[src/rtl/subckt_vector_sequencer_pkg.sv]
// Shared types, defaults and helpers for the subcircuit vector sequencer.
package subckt_seq_pkg;

  // Sequencer FSM states, fixed 3-bit encoding.
  typedef enum logic [2:0] {
    ST_FLUSH   = 3'd0,
    ST_IDLE    = 3'd1,
    ST_APPLY   = 3'd2,
    ST_CAPTURE = 3'd3,
    ST_RESP    = 3'd4
  } state_e;

  localparam int DEF_NUM_REQ = 4;
  localparam int DEF_VEC_W   = 6;
  localparam int DEF_LATENCY = 3;
  localparam int DEF_CNT_W   = 16;

  // Ceiling log2, never below 1 so index/counter vectors always have a bit.
  function automatic int unsigned clog2(input int unsigned v);
    int unsigned r;
    r = 32'd0;
    while ((32'd1 << r) < v) begin
      r = r + 32'd1;
    end
    return (r == 32'd0) ? 32'd1 : r;
  endfunction

endpackage

[src/rtl/subckt_vector_sequencer_rr_arbiter.sv]
// Round-robin arbiter: grants the first requester at or after the pointer.
module rr_arbiter
  import subckt_seq_pkg::*;
#(
  parameter int NUM_REQ = DEF_NUM_REQ,
  parameter int IDX_W   = clog2(NUM_REQ)
) (
  input  logic [NUM_REQ-1:0] req_i,
  input  logic [IDX_W-1:0]   ptr_i,
  output logic [NUM_REQ-1:0] gnt_o,
  output logic [IDX_W-1:0]   idx_o
);

  int                 p;
  logic               found;
  logic [IDX_W-1:0]   pos;

  // Search requesters in index order starting at the pointer, wrapping once.
  always_comb begin
    gnt_o = '0;
    idx_o = '0;
    found = 1'b0;
    p     = 0;
    pos   = '0;
    for (int k = 0; k < NUM_REQ; k++) begin
      p = int'(ptr_i) + k;
      if (p >= NUM_REQ) begin
        p = p - NUM_REQ;
      end else begin
        p = p;
      end
      pos = IDX_W'(p);
      if (!found && req_i[pos]) begin
        found      = 1'b1;
        gnt_o[pos] = 1'b1;
        idx_o      = pos;
      end else begin
        found = found;
      end
    end
  end

endmodule

[src/rtl/subckt_vector_sequencer.sv]
// Shares one registered NUT subcircuit among several pattern sources:
// round-robin grant, hold vector LATENCY+1 cycles, capture, compare, respond.
module subckt_vector_sequencer
  import subckt_seq_pkg::*;
#(
  parameter int NUM_REQ = DEF_NUM_REQ,
  parameter int VEC_W   = DEF_VEC_W,
  parameter int LATENCY = DEF_LATENCY,
  parameter int CNT_W   = DEF_CNT_W
) (
  input  logic                     I1470_clk,
  input  logic                     I1477_rst,
  input  logic [NUM_REQ-1:0]       req,
  input  logic [NUM_REQ*VEC_W-1:0] req_vec,
  input  logic [NUM_REQ-1:0]       req_exp,
  output logic [NUM_REQ-1:0]       gnt,
  output logic [NUM_REQ-1:0]       rsp_valid,
  output logic                     rsp_bit,
  output logic                     rsp_mis,
  output logic [VEC_W-1:0]         nut_in,
  output logic                     nut_rst,
  input  logic                     nut_out,
  output logic [CNT_W-1:0]         mis_cnt,
  output logic                     busy
);

  localparam int IDX_W = clog2(NUM_REQ);
  localparam int CTR_W = clog2(LATENCY + 1);

  state_e               state_q, state_d;
  logic [CTR_W-1:0]     ctr_q, ctr_d;
  logic [IDX_W-1:0]     ptr_q, ptr_d;
  logic [IDX_W-1:0]     idx_q, idx_d;
  logic [VEC_W-1:0]     vec_q, vec_d;
  logic                 exp_q, exp_d;
  logic [CNT_W-1:0]     mis_cnt_q, mis_cnt_d;
  logic                 rsp_bit_q, rsp_bit_d;
  logic                 rsp_mis_q, rsp_mis_d;
  logic [NUM_REQ-1:0]   gnt_q, gnt_d;
  logic [NUM_REQ-1:0]   rsp_valid_q, rsp_valid_d;
  logic [VEC_W-1:0]     nut_in_q, nut_in_d;
  logic                 nut_rst_q, nut_rst_d;
  logic                 busy_q, busy_d;

  logic [NUM_REQ-1:0]   arb_gnt;
  logic [IDX_W-1:0]     arb_idx;
  logic [VEC_W-1:0]     vec_sel;
  logic                 exp_sel;
  logic                 start_s;

  rr_arbiter #(
    .NUM_REQ (NUM_REQ),
    .IDX_W   (IDX_W)
  ) u_arb (
    .req_i (req),
    .ptr_i (ptr_q),
    .gnt_o (arb_gnt),
    .idx_o (arb_idx)
  );

  assign start_s = (state_q == ST_IDLE) && (|req);

  // Select the winning source's vector and expected bit.
  always_comb begin
    vec_sel = '0;
    exp_sel = 1'b0;
    for (int i = 0; i < NUM_REQ; i++) begin
      if (arb_idx == IDX_W'(i)) begin
        vec_sel = req_vec[i*VEC_W +: VEC_W];
        exp_sel = req_exp[i];
      end else begin
        vec_sel = vec_sel;
      end
    end
  end

  // State register; reset always restarts from FLUSH.
  always_ff @(posedge I1470_clk or posedge I1477_rst) begin
    if (I1477_rst) begin
      state_q <= ST_FLUSH;
    end else begin
      state_q <= state_d;
    end
  end

  // Next-state logic; one counter times both FLUSH and APPLY.
  always_comb begin
    state_d = state_q;
    ctr_d   = ctr_q;
    case (state_q)
      ST_FLUSH: begin
        if (ctr_q == '0) begin
          state_d = ST_IDLE;
        end else begin
          ctr_d = ctr_q - CTR_W'(1);
        end
      end
      ST_IDLE: begin
        if (start_s) begin
          state_d = ST_APPLY;
          ctr_d   = CTR_W'(LATENCY);
        end else begin
          state_d = ST_IDLE;
        end
      end
      ST_APPLY: begin
        if (ctr_q == '0) begin
          state_d = ST_CAPTURE;
        end else begin
          ctr_d = ctr_q - CTR_W'(1);
        end
      end
      ST_CAPTURE: state_d = ST_RESP;
      ST_RESP:    state_d = ST_IDLE;
      default: begin
        state_d = ST_FLUSH;
        ctr_d   = CTR_W'(LATENCY - 1);
      end
    endcase
  end

  // Datapath next values: grant latches, capture/compare, pointer advance.
  always_comb begin
    idx_d     = idx_q;
    vec_d     = vec_q;
    exp_d     = exp_q;
    ptr_d     = ptr_q;
    rsp_bit_d = rsp_bit_q;
    rsp_mis_d = rsp_mis_q;
    mis_cnt_d = mis_cnt_q;
    if (start_s) begin
      idx_d = arb_idx;
      vec_d = vec_sel;
      exp_d = exp_sel;
    end else begin
      idx_d = idx_q;
    end
    if (state_q == ST_CAPTURE) begin
      rsp_bit_d = nut_out;
      rsp_mis_d = nut_out ^ exp_q;
      if ((nut_out ^ exp_q) && (mis_cnt_q != {CNT_W{1'b1}})) begin
        mis_cnt_d = mis_cnt_q + CNT_W'(1);
      end else begin
        mis_cnt_d = mis_cnt_q;
      end
    end else begin
      rsp_bit_d = rsp_bit_q;
    end
    if (state_q == ST_RESP) begin
      ptr_d = (idx_q == IDX_W'(NUM_REQ - 1)) ? '0 : idx_q + IDX_W'(1);
    end else begin
      ptr_d = ptr_q;
    end
  end

  // Output next values, decoded from the upcoming state so outputs are registered.
  always_comb begin
    gnt_d       = '0;
    rsp_valid_d = '0;
    nut_in_d    = '0;
    nut_rst_d   = 1'b0;
    busy_d      = (state_d != ST_IDLE);
    case (state_d)
      ST_FLUSH: nut_rst_d = 1'b1;
      ST_IDLE:  gnt_d = '0;
      ST_APPLY: begin
        gnt_d    = start_s ? arb_gnt : gnt_q;
        nut_in_d = vec_d;
      end
      ST_CAPTURE: gnt_d = gnt_q;
      ST_RESP: begin
        gnt_d       = gnt_q;
        rsp_valid_d = gnt_q;
      end
      default: nut_rst_d = 1'b1;
    endcase
  end

  // Datapath and output registers.
  always_ff @(posedge I1470_clk or posedge I1477_rst) begin
    if (I1477_rst) begin
      ctr_q       <= CTR_W'(LATENCY - 1);
      ptr_q       <= '0;
      idx_q       <= '0;
      vec_q       <= '0;
      exp_q       <= 1'b0;
      mis_cnt_q   <= '0;
      rsp_bit_q   <= 1'b0;
      rsp_mis_q   <= 1'b0;
      gnt_q       <= '0;
      rsp_valid_q <= '0;
      nut_in_q    <= '0;
      nut_rst_q   <= 1'b1;
      busy_q      <= 1'b0;
    end else begin
      ctr_q       <= ctr_d;
      ptr_q       <= ptr_d;
      idx_q       <= idx_d;
      vec_q       <= vec_d;
      exp_q       <= exp_d;
      mis_cnt_q   <= mis_cnt_d;
      rsp_bit_q   <= rsp_bit_d;
      rsp_mis_q   <= rsp_mis_d;
      gnt_q       <= gnt_d;
      rsp_valid_q <= rsp_valid_d;
      nut_in_q    <= nut_in_d;
      nut_rst_q   <= nut_rst_d;
      busy_q      <= busy_d;
    end
  end

  // In IDLE the arbiter's pick is shown in the decision cycle itself.
  assign gnt       = (state_q == ST_IDLE) ? arb_gnt : gnt_q;
  assign rsp_valid = rsp_valid_q;
  assign rsp_bit   = rsp_bit_q;
  assign rsp_mis   = rsp_mis_q;
  assign nut_in    = nut_in_q;
  assign nut_rst   = nut_rst_q;
  assign mis_cnt   = mis_cnt_q;
  assign busy      = busy_q;

endmodule

[config.mk]
export PLATFORM = sky130hd
export DESIGN_NAME = subckt_vector_sequencer
export DESIGN_NICKNAME = d
export VERILOG_FILES = /design/src/rtl/subckt_vector_sequencer_pkg.sv /design/src/rtl/subckt_vector_sequencer_rr_arbiter.sv /design/src/rtl/subckt_vector_sequencer.sv
export SDC_FILE = /design/constraint.sdc
export NUM_CORES = 1
export LEC_CHECK = 0
export CAP_MARGIN = 20
export CORE_ASPECT_RATIO = 1.5
export CORE_MARGIN = 2
export CORE_UTILIZATION = 50
export DETAILED_ROUTE_END_ITERATION = 7
export GPL_ROUTABILITY_DRIVEN = 0
export PLACE_DENSITY_LB_ADDON = 0.05
export SLEW_MARGIN = 40
export SYNTH_ARGS = -nofsm -noshare
export SYNTH_HDL_FRONTEND = slang
export SYNTH_HIERARCHICAL = 1
export SYNTH_SLANG_ARGS = --single-unit
[constraint.sdc]
create_clock -name I1470_clk -period 4 [get_ports I1470_clk]
set_input_delay 0.8 -clock I1470_clk [delete_from_list [all_inputs] [get_ports I1470_clk]]
set_output_delay 0.8 -clock I1470_clk [all_outputs]
set_load 0.005 [all_outputs]
**Word-level counts from Yosys, hierarchy flattened**

Cells that the tools add are included.

- Add/subtract/negate cells: 10
- Order comparisons: 12
- Equality and inequality tests: 17
- Multiplexer cells: 54
- Bitwise logic cells: 6
- Reduce and logical (&&, ||, !) cells: 23

Operator list:

| cell | number |
|---|---|
| 6-bit 2-to-1 mux | 6 |
| 4-bit 2-to-1 mux | 7 |
| 2-bit 2-to-1 mux | 12 |
| 16-bit by 1-bit adder with 16-bit output, second input constant | 1 |
| 1-bit 2-to-1 mux | 16 |
| 16-bit != test, second input constant | 1 |
| 3-bit one-hot mux with 5 select lines | 1 |
| 3-bit by 2-bit == test with 1-bit output, second input constant | 4 |
| 2-bit by 3-bit less-than comparator with 1-bit output, second input constant | 4 |
| 4-bit bitwise OR | 3 |
| 2-bit by 1-bit subtractor with 2-bit output, second input constant | 5 |
| 3-bit >= comparator, second input constant | 3 |
| 1-bit logical AND | 9 |
| 1-bit binary-select mux with 2-bit select | 4 |
| 1-bit demux with 2-bit select | 4 |
| 2-bit by 1-bit >= comparator with 1-bit output, second input constant | 4 |
| 4-bit one-hot mux with 2 select lines | 1 |
| 4-bit OR reduction | 2 |
| 2-bit by 2-bit adder with 3-bit output, second input constant | 2 |
| 2-bit == test, second input constant | 3 |
| 3-bit by 1-bit == test with 1-bit output, second input constant | 2 |
| 3-bit == test, second input constant | 2 |
| 3-bit 2-to-1 mux | 2 |
| 2-bit != test, second input constant | 3 |
| 14 further kinds | 21 |

- Flip-flop bits (word level): 50
- Input bits: 35
- Output and inout port bits: 34
- Logic and storage cells: 136

**Depth between registers and ports, before layout**

- Word-level depth: 21
- Gate-level depth with buffers: 12
- Mapped depth without buffers: 9

**Cells and area by module**

Netlist, hierarchy kept.

Modules (own cells, without submodules):

| module | instances | cells an instance | area each (µm²) | seq. area each (µm²) |
|---|---|---|---|---|
| subckt_vector_sequencer | 1 | 197 | 2492.4 | 1253.7 |
| rr_arbiter | 1 | 65 | 489.2 | 0.0 |

**Worst setup path before layout**

OpenSTA, ideal clock, no wires.

- Path kind: register to register
- Start point: reg ptr_q[0]
- End point: reg nut_in_q[0], in the netlist nut_in[0]
- Library setup time: 119 ps
- Arrival time: 2985 ps
- Data required time: 3881 ps
- Slack: 896 ps
- Stages on the path, launching flop included: 12
- Buffers on the path: 3
- Clock period less this slack: 3104 ps
- Cells stage by stage: dfrtp_1 buf_6 buf_2 inv_1 ha_1 o21ai_0 o31ai_1 o31a_1 buf_2 mux4_2 mux2_4 and2_1

- Word-level cells in the longest chain between the ends: 21
- Elaborated cells on any way between the ends: 46

Ends and longest elaborated chain:

| what | line | text |
|---|---|---|
| from (decl) | subckt_vector_sequencer.sv:32 | `logic [IDX_W-1:0] ptr_q, ptr_d;` |
| from (signal assigned) | subckt_vector_sequencer.sv:197 | `ptr_q <= ptr_d;` |
| parallel branches: the longest is 13 deep, another holds 2-bit by 1-bit adder with 3-bit output | -- |  |
| 2-bit 2-to-1 mux * | subckt_vector_sequencer_rr_arbiter.sv:33 | `if (!found && req_i[pos]) begin` |
| via arb_idx[0] | subckt_vector_sequencer.sv:46 | `logic [IDX_W-1:0] arb_idx;` |
| 2-bit zero test | subckt_vector_sequencer.sv:68 | `if (arb_idx == IDX_W'(i)) begin` |
| 6-bit 2-to-1 mux (3 in series) | subckt_vector_sequencer.sv:68 |  |
| 6-bit 2-to-1 mux * | subckt_vector_sequencer.sv:68 |  |
| 6-bit 2-to-1 mux * | subckt_vector_sequencer.sv:131 | `if (start_s) begin` |
| via vec_d[0] | subckt_vector_sequencer.sv:34 | `logic [VEC_W-1:0] vec_q, vec_d;` |
| 6-bit 2-to-1 mux * | subckt_vector_sequencer.sv:163 | `case (state_d)` |
| via nut_in_d[0] | subckt_vector_sequencer.sv:41 | `logic [VEC_W-1:0] nut_in_q, nut_in_d;` |
| to (signal assigned) | subckt_vector_sequencer.sv:206 | `nut_in_q <= nut_in_d;` |
| to (decl) | subckt_vector_sequencer.sv:41 |  |

Mark *: on every way through the listed nets, which the timed path passes. The select of a mux whose other input is x is not followed.
A chain may end at the register's enable or synchronous reset.

**Worst setup path after layout**

- Start point: in req[2]
- End point: out gnt[3]

- Word-level cells in the longest chain between the ends: 13
- Elaborated cells on any way between the ends: 25

Ends and longest elaborated chain:

| what | line | text |
|---|---|---|
| from (decl) | subckt_vector_sequencer.sv:13 | `input logic [NUM_REQ-1:0] req,` |
| 1-bit binary-select mux with 2-bit select | subckt_vector_sequencer_rr_arbiter.sv:33 |  |
| 1-bit 2-to-1 mux (implied by the code) | subckt_vector_sequencer_rr_arbiter.sv:33 |  |
| 1-bit 2-to-1 mux | subckt_vector_sequencer_rr_arbiter.sv:33 |  |
| 1-bit zero test | subckt_vector_sequencer_rr_arbiter.sv:33 |  |
| 1-bit logical AND | subckt_vector_sequencer_rr_arbiter.sv:33 |  |
| 1-bit 2-to-1 mux | subckt_vector_sequencer_rr_arbiter.sv:33 |  |
| 1-bit zero test | subckt_vector_sequencer_rr_arbiter.sv:33 |  |
| 1-bit logical AND | subckt_vector_sequencer_rr_arbiter.sv:33 |  |
| 1-bit 2-to-1 mux | subckt_vector_sequencer_rr_arbiter.sv:33 |  |
| 1-bit zero test | subckt_vector_sequencer_rr_arbiter.sv:33 |  |
| 1-bit logical AND | subckt_vector_sequencer_rr_arbiter.sv:33 |  |
| 4-bit 2-to-1 mux * | subckt_vector_sequencer_rr_arbiter.sv:33 |  |
| via arb_gnt[3] | subckt_vector_sequencer.sv:45 | `logic [NUM_REQ-1:0] arb_gnt;` |
| 4-bit 2-to-1 mux * | subckt_vector_sequencer.sv:213 | `assign gnt = (state_q == ST_IDLE) ? arb_gnt : gnt_q;` |
| to (decl) | subckt_vector_sequencer.sv:16 | `output logic [NUM_REQ-1:0] gnt,` |

Mark *: on every way through the listed nets, which the timed path passes. The rest lies on a longest branch. The select of a mux whose other input is x is not followed.

==> metrics <==
compound-gate portion of the synthesized area 0.100; fin. max-slew vios 0; Final Cell Area 3910 um^2; Max Clock Freq 0.272 GHz; placed inst area 3780 um^2; PD cells 616 nW/um^2; share of the synthesized area in the top cell type 0.403; outcome completed; simple-gate share of the synthesized area 0.220; Clock Skew 0.0116 ns; hold_sp rsp_mis; io pins 69; Rows 34; full die area 6610 um^2; clock insertion delay at the later pin of the skew report 0.30 ns; Detailed Route WL 6500 um; Starting Density 0.515; Final setup viols 0; Hold Path Class register to register; Hold WS 0.493 ns; Ys Warns 6; top area cells in the synthesized netlist dfrtp_1, mux4_2, mux2_4; vias per std cell 5.63; DRT iter0 DRCs 116; adder-cell share of the synthesized area 0.0336; Residual DRC 0; crit end category output pin; synth unique cells 60; hold path depth 2; final non-filler cell total 411; DRT Pass-1 Iters 4; largest net degree at the start of global routing 51; number of setup buffers added after CTS 0; grt ovf 0; Setup Crit Path Kind input pin to output pin; maxcap violations 0; Max IR drop VDD 0.617 mV; core box area 5790 um^2; Leak 1.73 nW; Final HPWL DP 4970 um; H-tree level count 2; IO Port Bufs 68; reg2reg path depth 11; Ant. Diodes 0; Final TNS setup 0 ns; layout cell share with drive strength beyond 1 0.189; RSZ-0062 raised after global routing false; clock root cell clkbuf_8; final core occ 0.676; count leader, synth dfrtp_1; synth cell count leaders dfrtp_1, nand2_1, and2_1; post-synthesis mux area share 0.162; GR Util All Layers 0.214; main flop type after synthesis dfrtp_1; layout filler cell count 479; Die X 67.1 um; CTS buffer count 5; clock slew at reported path FFs 0.09 ns; worst setup margin 0.326 ns; die height 98.6 um; Synth async-reset ratio 1.00; Layout Nets 381; synthesized netlist cell count 262; Final Critical Period 3.67 ns; Worst Path Required 3.20 ns; first-pass GRT wire length 10,900 um; Yosys reg bits 50; antenna-violating nets left 0; initial antenna violation count 0; maximum clock path buffer count 2; fraction of the yosys area taken by sequential cells 0.420; worst-path fanout max 9; Max-slew headroom 0.584; CTS tree yes; CP startpoint req[2]; worst r2r src ptr_q[0]; largest family of logic cells by synthesized area simple AND/OR/NAND/NOR gates; final period utilization 0.918; top cell type by total area after synthesis dfrtp_1; overall power 2.41 mW; wire per inst 15.8 um; Placed Cells 402; pre-CTS WS 0.00516 ns; post-synthesis cell area 2980 um^2; Synth Net Count 305; endpoints failing hold 0; EDFF count, synth 0; clk sinks 50; worst path arrival time 2.87 ns; crit start category input pin; worst slew pin tran 0.622 ns; via count 2,315; xor/xnor share of the synthesized area 0.0323; number of global-route vias before repair 2,264; Syn-to-layout area delta 31.2%; Synth Area per Inst 11.4 um^2
-- report_power, final --
part | leakage [nW] | internal, mW | total (mW) | switching, mW
clock network | 0.0441 | 0.123 | 0.292 | 0.168
logic | 1.04 | 0.735 | 1.34 | 0.600
registers | 0.642 | 0.666 | 0.784 | 0.118
-- flip-flops by register name, indices dropped and copies added (netlist names) --
| register | cells |
|---|---|
| nut_rst | 1 |
| mis_cnt | 16 |
| rsp_bit | 1 |
| ctr_q | 2 |
| exp_q | 1 |
| rsp_mis | 1 |
| rsp_valid | 4 |
| state_q | 3 |
| nut_in | 6 |
| vec_q | 6 |
| ptr_q | 2 |
| gnt_q | 4 |
| idx_q | 2 |
| busy | 1 |
-- cells in the final DEF (no fill, tap or decap), types with 7 or more instances in the layout --
cell	synthesis	layout
a31oi_1	7	7
and2_1	12	12
buf_4	0	10
clkdlybuf4s50_1	0	64
dfrtp_1	48	48
ha_1	8	8
mux2_4	7	7
mux4_2	10	10
nand2_1	28	28
nor2_1	9	9
o21ai_0	10	10
-- final timing paths --
| kind | endpoint | slack [ns] |
|---|---|---|
| min | rsp_mis | 0.49 |
| min reg2reg | rsp_mis | 0.49 |
| min in group asynchronous | nut_in[4] | 0.91 |
| max | gnt[3] | 0.33 |
| max reg2reg | nut_in[0] | 1.11 |
| max in group asynchronous | rsp_mis | 2.66 |
-- cell families after synthesis --
kind of cell	after synthesis
buf+inv	18
xor+xnor	11
compound gates	44
mux	31
flops	50
simple gates	100
fa+ha+maj	8
-- what timing repair did --
action                                  CTS  global route
hold buffers                              0             0
endpoints found under the hold margin     0             0
endpoints found under the setup margin    0             4
resized for setup                         0             4
-- per-layer routing --
layer | vias up | global-route usage | part of all wire
met2 | 58 | 0.385 | 0.57
met4 | 0 | 0.0518 | 0.012
met1 | 1137 | 0.263 | 0.38
met3 | 8 | 0.0331 | 0.032
li1 | 1112 | - | -
met5 | - | 0 | 0
-- cell type report --
cell class	count	area (um^2)	share of cell area
Clock buffer	5	68.8	0.0176
Clock inverter	3	21.3	0.00544
Multi-Input combinational cell	195	1660	0.425
Tap cell	72	90.1	0.0230
Inverter	7	28.8	0.00736
Timing Repair Buffer	79	786	0.201
Sequential cell	50	1250	0.321
-- critical path, cell delays in order --
cell and delay (ns):
dlymetal6s2s_1 0.22, mux4_2 0.59, or2_4 0.30, nor2b_4 0.15
a221o_2 0.17, mux2_2 0.15, clkdlybuf4s50_1 0.50
(Power assumes the default switching activity.)
